==> config.mk <==
export PLATFORM = sky130hd
export DESIGN_NAME = snd_cmd_sched
export DESIGN_NICKNAME = d
export VERILOG_FILES = /design/src/rtl/snd_cmd_sched.sv
export SDC_FILE = /design/constraint.sdc
export NUM_CORES = 1
export LEC_CHECK = 0
export BUFFER_PORTS_ARGS = -buffer_cell sky130_fd_sc_hd__buf_2
export CORE_ASPECT_RATIO = 1.25
export CORE_MARGIN = 1
export CORE_UTILIZATION = 60
export DETAILED_ROUTE_END_ITERATION = 12
export GPL_TIMING_DRIVEN = 0
export MAX_ROUTING_LAYER = met4
export PLACE_DENSITY = 0.81
export SLEW_MARGIN = 20
export SYNTH_ARGS = -nofsm -noshare
export SYNTH_HDL_FRONTEND = slang
export SYNTH_SLANG_ARGS = --single-unit
==> constraint.sdc <==
create_clock -name clk4M -period 5.76 [get_ports clk4M]
set_input_delay 1.152 -clock clk4M [delete_from_list [all_inputs] [get_ports clk4M]]
set_output_delay 1.152 -clock clk4M [all_outputs]
set_load 0.02 [all_outputs]
==> src/rtl/snd_cmd_sched.sv <==
// rtl/snd_cmd_sched.sv - sound-command scheduler: queues main-CPU commands, issues them by NMI, paces IRQs.
// Define SND_CMD_FIFO_EN for a 4-deep command queue; otherwise a single overwrite slot is used.
module snd_cmd_sched #(
  parameter int IRQ_HALF = 16667,
  parameter int GAP_CYC  = 8
) (
  input  logic       clk4M,
  input  logic       reset_n,
  input  logic [7:0] sndno,
  input  logic       sndstart,
  input  logic       com_rd,
  input  logic       cpu_nmia,
  input  logic       cpu_irqa,
  output logic       cpu_nmi,
  output logic       cpu_irq,
  output logic [7:0] comlatch,
  output logic [2:0] fifo_cnt,
  output logic       busy,
  output logic       ovf
);
  typedef enum logic [2:0] {S_IDLE, S_ISSUE, S_WAIT_ACK, S_WAIT_READ, S_GAP} state_t;

  localparam logic [15:0] TMR_LAST = 16'(IRQ_HALF - 1);
  localparam logic [15:0] GAP_LOAD = 16'(GAP_CYC - 1);

  state_t      r_state;
  logic        r_sndstart, r_armed, r_com_rd;
  logic        r_nmi, r_irq, r_busy, r_ovf;
  logic [7:0]  r_latch;
  logic [2:0]  r_cnt;
  logic [15:0] r_gap, r_timer;
  logic        w_push, w_pop, w_full;
  logic [7:0]  w_head;

  // r_armed keeps a strobe already high at reset release from counting as an edge
  assign w_push = sndstart & ~r_sndstart & r_armed;
  assign w_pop  = (r_state == S_IDLE) && (r_cnt != 3'd0);

`ifdef SND_CMD_FIFO_EN
  logic [7:0] r_mem [4];
  logic [1:0] r_wr_ptr, r_rd_ptr;
  logic       w_acc;

  assign w_full = (r_cnt == 3'd4);
  assign w_head = r_mem[r_rd_ptr];
  assign w_acc  = w_push && (!w_full || w_pop);

  always_ff @(posedge clk4M) begin
    if (w_acc) r_mem[r_wr_ptr] <= sndno;
  end

  always_ff @(posedge clk4M or negedge reset_n) begin
    if (!reset_n) begin
      r_wr_ptr <= 2'd0;
      r_rd_ptr <= 2'd0;
      r_cnt    <= 3'd0;
      r_ovf    <= 1'b0;
    end else begin
      if (w_acc) r_wr_ptr <= r_wr_ptr + 2'd1;
      if (w_pop) r_rd_ptr <= r_rd_ptr + 2'd1;
      r_cnt <= r_cnt + {2'b00, w_acc} - {2'b00, w_pop};
      if (w_push && !w_acc) r_ovf <= 1'b1;
    end
  end
`else
  logic [7:0] r_slot;

  assign w_full = r_cnt[0];
  assign w_head = r_slot;

  // A push into an occupied, unissued slot replaces it; a same-cycle pop has already taken the old value
  always_ff @(posedge clk4M or negedge reset_n) begin
    if (!reset_n) begin
      r_slot <= 8'd0;
      r_cnt  <= 3'd0;
      r_ovf  <= 1'b0;
    end else begin
      if (w_push) r_slot <= sndno;
      if (w_push)     r_cnt <= 3'd1;
      else if (w_pop) r_cnt <= 3'd0;
      if (w_push && w_full && !w_pop) r_ovf <= 1'b1;
    end
  end
`endif

  always_ff @(posedge clk4M or negedge reset_n) begin
    if (!reset_n) begin
      r_state    <= S_IDLE;
      r_nmi      <= 1'b0;
      r_irq      <= 1'b0;
      r_busy     <= 1'b0;
      r_latch    <= 8'd0;
      r_gap      <= 16'd0;
      r_timer    <= 16'd0;
      r_sndstart <= 1'b0;
      r_armed    <= 1'b0;
      r_com_rd   <= 1'b0;
    end else begin
      r_sndstart <= sndstart;
      r_armed    <= 1'b1;
      r_com_rd   <= com_rd;

      // Timer wrap sets the IRQ and takes priority over an acknowledge in the same cycle
      if (r_timer == TMR_LAST) begin
        r_timer <= 16'd0;
        r_irq   <= 1'b1;
      end else begin
        r_timer <= r_timer + 16'd1;
        if (cpu_irqa) r_irq <= 1'b0;
      end

      case (r_state)
        S_IDLE: begin
          if (w_pop) begin
            r_latch <= w_head;
            r_busy  <= 1'b1;
            r_state <= S_ISSUE;
          end
        end
        S_ISSUE: begin
          r_nmi   <= 1'b1;
          r_state <= S_WAIT_ACK;
        end
        S_WAIT_ACK: begin
          if (cpu_nmia) begin
            r_nmi   <= 1'b0;
            r_state <= S_WAIT_READ;
          end
        end
        S_WAIT_READ: begin
          if (com_rd && !r_com_rd) begin
            if (GAP_CYC == 0) begin
              r_busy  <= 1'b0;
              r_state <= S_IDLE;
            end else begin
              r_gap   <= GAP_LOAD;
              r_state <= S_GAP;
            end
          end
        end
        S_GAP: begin
          if (r_gap == 16'd0) begin
            r_busy  <= 1'b0;
            r_state <= S_IDLE;
          end else begin
            r_gap <= r_gap - 16'd1;
          end
        end
        default: begin
          r_nmi   <= 1'b0;
          r_busy  <= 1'b0;
          r_state <= S_IDLE;
        end
      endcase
    end
  end

  assign cpu_nmi  = r_nmi;
  assign cpu_irq  = r_irq;
  assign comlatch = r_latch;
  assign fifo_cnt = r_cnt;
  assign busy     = r_busy;
  assign ovf      = r_ovf;
endmodule

==> metrics.yaml <==
routing:
  dr.pass1.iters: 4
  via_per_inst: 5.71
  drt_iter0_markers: 97
  ant_nets: 0
  post_drt_wl_per_cell_um: 14.2
  drc: 0
  dr_total_vias: 1873
  wl_um: 4650
critical_path:
  end_kind: "flop"
  cp.arrival_ns: 2.58
  ff2ff_path_depth: 5
  reg2reg_slack_ns: 3.44
  critPathMaxStageDelay_ns: 0.56
  cpMaxStageDelayCell: "or4_4"
  critical_path.cell_chain: "or4_4, or3_1, a211o_1, or4_1, a21oi_1"
  r2r_start: "r_gap[8]"
  cp.required_ns: 6.02
  crit_fanout: 4
  worstSetupStartpointType: "flop"
  crit_type: "reg2reg"
  r2r-end: "r_gap[11]"
clocking:
  cts_resized: 0
  cts_buffer_depth: 2
  cts_buffers: 9
  htree_levels: 3
  cts_hold_buf: 0
  cts_root_buf: "clkbuf_8"
  clk_latency_ns: 0.34
  post_cts_buffers: 0
  path_clk_slew_ns: 0.06
  cts_tree: "built"
  numClockSinks: 59
outcome:
  outcome: "complete, no violations"
synthesis:
  synth-edff-count: 0
  synth-main-ff-cell: "dfrtp_1"
  netlist_area_um2: 2650
  synth_cell_types: 48
  ys_seq_area_frac: 0.557
  ys_seq_elements: 59
  netlist_instances: 229
  ys_warn_count: 0
  synth_area_per_cell_um2: 11.6
  synthArstFlopShare: 1.00
floorplan:
  num_rows: 26
  start_util: 0.636
  die_area_um2: 4690
  die_h_um: 76.3
  io_pins: 29
  die_w_um: 61.4
  coreArea_um2: 4160
placed_design:
  portBuffers: 26
  place.gp.congestion: 0.800
  placed_area_um2: 2860
  hpwl_um: 3180
hold_path:
  hp-start: "r_timer[15]"
  hp-class: "reg2reg"
  holdPathStages: 1
  hold_path_end: "r_timer[15]"
global_routing:
  use_met1: 0.280
  grt-busiest-layer: "met2"
  grt_pass1_wl_um: 7960
  grt_use_met3: 0.0577
  grt_antenna_before_repair: 0
  grt_use_total: 0.240
  grt_pass1_vias: 1855
  grt_overflow: 0
  grtUsageMet2: 0.365
  grt_max_degree: 60
power:
  peakVddDrop_v: 0.000287
  p_leak_nw: 1.42
  powerDensity_nw_per_um2: 401
cells_and_area:
  syn2layout_area_growth_pct: 15.7
  drive_gt1_frac: 0.246
  final_cell_area_um2: 3070
  final_cell_mix: "dfrtp_1 (59), buf_2 (25), nor2_1 (22)"
  multi_input_area_um2: 1130
  seq_area_um2: 1480
  layout_commonest_cell: "dfrtp_1"
  nNetsFinal: 284
  antenna_cells: 0
  fillerInstances: 312
timing:
  max_freq_mhz: 431
  setup_violations: 0
  period_minus_slack_ns: 2.32
  fin_setup_tns_ns: 0
  rsz0062_at_grt: "false"
  worst_pin_slew_ns: 0.732
  slew_headroom: 0.508
  slew_violations: 0
  finalHoldViolations: 0
  fin_skew_ns: 0.00819
  holdWs_ns: 0.478
  fin_crit_sh: 0.403
flow_run:
  maxCapViolations: 0
## cell families after synthesis
group | Yosys count | synth area share
xor gates and xnor gates | 19 | 0.0628
DFF | 59 | 0.557
AOI/OAI and AO/OA | 21 | 0.0529
other | 2 | 0.00283
buffers and inverters | 10 | 0.0170
and+or+nand+nor | 93 | 0.203
adders and majority gates | 3 | 0.0142
muxes | 22 | 0.0907
## critical path: cells and delay by family (launching register included)
family / cells / cell delay [ns]
flip-flops: 1 / 0.41
AND/OR/NAND/NOR: 3 / 1.36
AO/OA/AOI/OAI: 2 / 0.48
## worst max-delay path by stage
stage | cells after the start | endpoint | start
after floorplan | 5 | r_gap[11] | com_rd
after global placement | 6 | r_gap[11] | com_rd
after detailed placement | 6 | r_gap[11] | com_rd
after CTS | 5 | r_gap[11] | r_gap[8]
after global routing | 5 | r_gap[7] | r_gap[10]
final | 5 | r_gap[11] | r_gap[8]
## registers in the layout, indices dropped and copies added (netlist names), 3 cells and up
name	cells
r_gap	16
r_timer	16
comlatch	8
r_slot	8
r_state	3
## synthesized netlist by cell type (3+ instances only)
cell       n  area [um^2]
nand2b_1   5         31.3
nand2_1   14         52.6
o21ai_0    3         15.0
nand3_1    9         45.0
nor2_1    22         82.6
nor4_1     8         50.1
clkbuf_1   3         11.3
nor3_1     3         15.0
or4_1      5         37.5
inv_1      5         18.8
mux2_2    16          180
mux2i_1    6         60.1
a21oi_1    3         15.0
xnor2_1   13          114
ha_1       3         37.5
xor2_1     6         52.6
dfrtp_1   59         1480
nand4_1    4         25.0
## routing by layer
metal / vias to the layer above / share of wire
li1: 895 / -
met5: - / 0
met4: 0 / 0.025
met3: 11 / 0.032
met1: 926 / 0.42
met2: 41 / 0.52
## power by group
part / switching, mW / leakage [nW] / internal [mW] / total (mW)
Sequential: 0.0558 / 0.740 / 0.490 / 0.546
Combinational: 0.158 / 0.573 / 0.122 / 0.280
Clock: 0.160 / 0.103 / 0.242 / 0.402
Total: 0.374 / 1.42 / 0.855 / 1.23
## metrics by stage
step	setup slack [ns]	util	instances	power (mW)
after global routing	3.25	0.736	328	1.29
final	3.44	0.736	328	1.23
after global placement	3.12	0.685	312	0.823
after CTS	3.44	0.736	328	1.24
after detailed placement	3.10	0.686	312	0.835
after floorplan	3.36	-	230	0.743
## layout make-up
cell class                      count  share of cell area
Timing Repair Buffer               26              0.0433
Clock inverter                      5              0.0253
Multi-Input combinational cell    161               0.369
Tap cell                           56              0.0229
Inverter                            5             0.00612
Buffer                              5             0.00857
Clock buffer                       11              0.0429
Sequential cell                    59               0.482
Note: power is estimated with default switching activity, not from simulation.
